## src/rtl/cpu_pkg.sv

```systemverilog
// Shared CPU definitions: multdiv sequencer states, exception codes and
// register indices / ALU opcodes used by the decoder and execute stage.
package cpu_pkg;

  typedef enum logic [1:0] {
    MD_IDLE,
    MD_LAUNCH,
    MD_WAIT,
    MD_WB
  } md_state_e;

  localparam int unsigned MULT_EXC_CODE = 4;
  localparam int unsigned DIV_EXC_CODE  = 5;

  localparam int unsigned RSTATUS_REG = 30;
  localparam int unsigned RA_REG      = 31;

  localparam logic [3:0] ALUOP_MULT = 4'd6;
  localparam logic [3:0] ALUOP_DIV  = 4'd7;

endpackage

```

## src/rtl/md_watchdog.sv

```systemverilog
// Cycle counter bounding how long the sequencer waits on the multdiv unit.
module md_watchdog #(
  parameter int unsigned MAX_CYCLES = 40
) (
  input  logic clk_i,
  input  logic rst_ni,
  input  logic clear_i,
  input  logic enable_i,
  output logic expired_o
);

  localparam int unsigned CntW = $clog2(MAX_CYCLES + 1);

  logic [CntW-1:0] cnt_q, cnt_d;

  always_comb begin
    cnt_d = cnt_q;
    if (clear_i) begin
      cnt_d = '0;
    end else if (enable_i) begin
      cnt_d = cnt_q + CntW'(1);
    end
  end

  always_ff @(posedge clk_i or negedge rst_ni) begin
    if (!rst_ni) begin
      cnt_q <= '0;
    end else begin
      cnt_q <= cnt_d;
    end
  end

  assign expired_o = (cnt_q == CntW'(MAX_CYCLES - 1));

endmodule

```

## src/rtl/multdiv_sequencer.sv

```systemverilog
// Execute-stage sequencer for the shared iterative mult/div unit: latches an
// instruction, pulses the unit, stalls the pipe and issues a single writeback.
module multdiv_sequencer #(
  parameter int unsigned DATA_W        = 32,
  parameter int unsigned MAX_CYCLES    = 40,
  parameter int unsigned MULT_EXC_CODE = cpu_pkg::MULT_EXC_CODE,
  parameter int unsigned DIV_EXC_CODE  = cpu_pkg::DIV_EXC_CODE,
  parameter int unsigned RSTATUS_REG   = cpu_pkg::RSTATUS_REG
) (
  input  logic              clock,
  input  logic              reset_n,
  input  logic              issue_valid,
  input  logic              is_mult,
  input  logic              is_div,
  input  logic [4:0]        rd,
  input  logic [DATA_W-1:0] op_a,
  input  logic [DATA_W-1:0] op_b,
  input  logic              flush,
  output logic              md_ctrl_mult,
  output logic              md_ctrl_div,
  output logic [DATA_W-1:0] md_op_a,
  output logic [DATA_W-1:0] md_op_b,
  input  logic [DATA_W-1:0] md_result,
  input  logic              md_exception,
  input  logic              md_ready,
  output logic              stall,
  output logic              wb_valid,
  output logic [4:0]        wb_reg,
  output logic [DATA_W-1:0] wb_data
);

  import cpu_pkg::*;

  md_state_e         state_q, state_d;
  logic [DATA_W-1:0] op_a_q, op_a_d, op_b_q, op_b_d, wb_data_q, wb_data_d;
  logic [4:0]        rd_q, rd_d, wb_reg_q, wb_reg_d;
  logic              is_div_q, is_div_d;
  logic              accept, wd_clear, wd_enable, wd_expired;

  md_watchdog #(
    .MAX_CYCLES(MAX_CYCLES)
  ) u_watchdog (
    .clk_i    (clock),
    .rst_ni   (reset_n),
    .clear_i  (wd_clear),
    .enable_i (wd_enable),
    .expired_o(wd_expired)
  );

  // reset_n gates the only input-to-stall path so stall drops the instant reset asserts.
  assign accept = reset_n && (state_q == MD_IDLE) && issue_valid && (is_mult ^ is_div) && !flush;

  always_comb begin
    state_d   = state_q;
    op_a_d    = op_a_q;
    op_b_d    = op_b_q;
    rd_d      = rd_q;
    is_div_d  = is_div_q;
    wb_reg_d  = wb_reg_q;
    wb_data_d = wb_data_q;
    wd_clear  = 1'b0;
    wd_enable = 1'b0;
    stall     = 1'b0;

    unique case (state_q)
      MD_IDLE: begin
        stall = accept;
        if (accept) begin
          op_a_d   = op_a;
          op_b_d   = op_b;
          rd_d     = rd;
          is_div_d = is_div;
          state_d  = MD_LAUNCH;
        end
      end
      MD_LAUNCH: begin
        stall    = 1'b1;
        wd_clear = 1'b1;
        state_d  = flush ? MD_IDLE : MD_WAIT;
      end
      MD_WAIT: begin
        stall     = 1'b1;
        wd_enable = 1'b1;
        if (flush) begin
          state_d = MD_IDLE;
        end else if (md_ready || wd_expired) begin
          if (md_ready && !md_exception) begin
            wb_reg_d  = rd_q;
            wb_data_d = md_result;
          end else begin
            wb_reg_d  = 5'(RSTATUS_REG);
            wb_data_d = is_div_q ? DATA_W'(DIV_EXC_CODE) : DATA_W'(MULT_EXC_CODE);
          end
          state_d = MD_WB;
        end
      end
      MD_WB: begin
        state_d = MD_IDLE;
      end
      default: begin
        state_d = MD_IDLE;
      end
    endcase
  end

  always_ff @(posedge clock or negedge reset_n) begin
    if (!reset_n) begin
      state_q   <= MD_IDLE;
      op_a_q    <= '0;
      op_b_q    <= '0;
      rd_q      <= '0;
      is_div_q  <= 1'b0;
      wb_reg_q  <= '0;
      wb_data_q <= '0;
    end else begin
      state_q   <= state_d;
      op_a_q    <= op_a_d;
      op_b_q    <= op_b_d;
      rd_q      <= rd_d;
      is_div_q  <= is_div_d;
      wb_reg_q  <= wb_reg_d;
      wb_data_q <= wb_data_d;
    end
  end

  assign md_ctrl_mult = (state_q == MD_LAUNCH) && !is_div_q;
  assign md_ctrl_div  = (state_q == MD_LAUNCH) && is_div_q;
  assign md_op_a      = op_a_q;
  assign md_op_b      = op_b_q;
  assign wb_valid     = (state_q == MD_WB);
  assign wb_reg       = wb_reg_q;
  assign wb_data      = wb_data_q;

endmodule

```

## config.mk

```make
export PLATFORM = sky130hd
export DESIGN_NAME = multdiv_sequencer
export DESIGN_NICKNAME = d
export VERILOG_FILES = /design/src/rtl/cpu_pkg.sv /design/src/rtl/md_watchdog.sv /design/src/rtl/multdiv_sequencer.sv
export SDC_FILE = /design/constraint.sdc
export NUM_CORES = 1
export LEC_CHECK = 0
export BUFFER_PORTS_ARGS = -buffer_cell sky130_fd_sc_hd__buf_2
export CAP_MARGIN = 0
export CORE_UTILIZATION = 51
export DETAILED_ROUTE_END_ITERATION = 7
export PLACE_DENSITY = 0.89
export SYNTH_ARGS = -nofsm -noshare
export SYNTH_HDL_FRONTEND = slang
export SYNTH_SLANG_ARGS = --single-unit
```

## constraint.sdc

```tcl
create_clock -name clock -period 4.85 [get_ports clock]
set_input_delay 0.485 -clock clock [delete_from_list [all_inputs] [get_ports clock]]
set_output_delay 0.485 -clock clock [all_outputs]
set_load 0.05 [all_outputs]
```

==> impl_results.md <==
- Outcome: completed
- Post-Synthesis Cell Area: 4842 µm²
- CTS tree: done
- Vias per std cell: around 4.8
- Pre-Repair DR Iteration Count: 4
- Total CTS buffers: 17
- Initial antenna violation count: 0
- WL final: between 10000 and 15000 µm
- Synth Register Bits: 115
- Async set-reset flop share out of synthesis: 100.0%
- Post-layout min period: 3.223 ns
- Setup TNS: 0 ns
- Starting Density: a little over half
- Synthesis-to-layout area growth: 35.06%
- DRC viols: 0
- Final setup viols: 0
- R2R cell count: 6
- Initial DRC count: about 100
- Die area: 9888 µm²
- Period utilization: about two thirds
- WP data arrival: between 2 and 3 ns
- Via count: 3426
- Worst Path Required: 4.37 ns
- Setup Fix Bufs, Post-CTS: 0
- RePlAce Congestion: about 0.75
- Die width: 99.44 µm
- Rows: 35
- Post-synth cell types: 27
- Io pins: 214
- Most frequent cells in the layout: buf_2 (212), dfrtp_1 (115), mux2_2 (77), inv_1 (36), nand2_1 (36)
- Vias in the first global route: about 3700
- Worst-margin pin slew: 0.9621 ns
- Layout Skew: 0.01009 ns
- Largest net degree at the start of global routing: 80
- Worst-path clk slew: about 0.060 ns
- Slew Limit Fails: 0
- Mapped Avg Cell Area: about 13 µm²
- First-pass GRT wire length: 17030 µm
- Post-DP HPWL: 7763 µm
- Unrepaired setup endpoints after global routing: no
- Die Height: 99.44 µm
- Max_slew headroom: 35.86%
- Syn. warnings: 0
- Total GRT Usage: about 22%
- Max Cap Violations: 0
- Root buffer cell: clkbuf_8
- Fmax: 310.2 MHz
- Seq/Total Area, Yosys: around three fifths
- Worst setup SP type: primary input
- Critical path class: in -> out
- Most common library cell in the layout ignoring fill and taps: buf_2
- Worst Hold Path Cells: 2
- Core Region: between 9000 and 10000 µm²
- Port bufs: approximately 210
- Final nets: 695
- Post-Syn Nets: approximately 480
- Clk_lat worst skew: 0.49 ns
- CP endpoint kind: primary output
- Layout cells sized above 1: between 50 and 60%
- CTS H-tree depth: 4
- CP Max Fanout: 38
- Min-Delay Path Class: in -> reg
- Max clock buf depth: 2
- Total gr overflow: 0
- Final Hold Viols: 0
- N_diodes: 0
- Antenna-violating nets left: 0
- CTS Sinks: 115
- Gate Count Post-Synth: 360
- Post-DR wirelength/cell: 14.82 µm
- Main synth FF type: dfrtp_1
- Post-synth EDFFs: 0
-- routing by layer --
metal	vias up	track usage, %	wire length (µm)
li1	1630	-	-
met2	151	38.25	5434
met1	1623	26.19	4312
met5	-	0	0
met3	22	6.676	703
met4	0	10.63	233
-- per-stage QoR --
| stage | utilization, % | cells | hold slack, ns | instance area (µm²) | worst slack, ns |
|---|---|---|---|---|---|
| after floorplan | - | 360 | 0.1894 | 4842 | 2.409 |
| after global placement | 64.41 | 689 | 0.4717 | 5952 | 2.010 |
| after detailed placement | 64.41 | 689 | 0.4772 | 5952 | 1.918 |
| after CTS | 70.78 | 721 | 0.1987 | 6540 | 1.583 |
| after global routing | 70.78 | 721 | 0.1988 | 6540 | 1.377 |
| final | 70.78 | 721 | 0.2164 | 6540 | 1.627 |
-- layout make-up --
class	count	area (µm²)
fill	671	2700
clock buffer	23	476.7
inverter	36	135.1
sequential	115	2878
clock inverter	8	101.3
timing repair buffer	218	1109
tap	129	161.4
multi-input combinational	192	1679
-- synthesized netlist by cell type, types with 3 or more instances --
master      n  share of area [%]
mux2i_1    32                6.6
ha_1        6                1.6
clkbuf_1    4               0.31
nand2b_1    5               0.65
nor2_1      8               0.62
buf_6       8                1.9
o21ai_0     7               0.72
buf_8       3               0.93
nand2_1    36                2.8
dfrtp_1   115                 59
mux2_2     77                 18
inv_1      36                2.8
nor2b_1     6               0.78
-- critical path, cell delays in order --
cell and delay, ns:
dlygate4sd3_1 0.52, buf_4 0.40, nand4b_4 0.18, nor2_4 0.67
nor2_1 0.08, nor2_1 0.11, buf_2 0.26
-- worst paths after layout --
check / slack [ns] / to / from
setup / recovery: 1.63 / stall / reset_n
setup reg to reg: 2.15 / md_op_b[27]$_DFFE_PN0P_ / state_q[1]$_DFFE_PN0P_
max in group asynchronous: 3.02 / md_op_b[7]$_DFFE_PN0P_ / reset_n
hold reg to reg: 0.50 / rd_q[3]$_DFFE_PN0P_ / rd_q[3]$_DFFE_PN0P_
hold / removal: 0.22 / md_op_b[23]$_DFFE_PN0P_ / op_b[23]
min in group asynchronous: 0.48 / wb_data[7]$_DFFE_PN0P_ / reset_n
-- repair_timing --
item | 4_1_cts | 5_1_grt
resized for setup | 0 | 0
hold buffers | 1 | 0
hold endpoints to repair | 36 | 0
-- cells by family (layout without fill, tap and decap cells) --
group	Yosys count	count (layout)	synth area share [%]
xor+xnor	3	3	0.5427
flops	115	115	59.43
fa+ha+maj	6	6	1.550
buf+inv	53	285	6.098
compound gates	14	14	1.912
simple gates	60	60	5.943
mux	109	109	24.52
Power is left out: the tool's default activity adds up to more than one toggle a clock period on the data nets, which glitch-free logic cannot reach.
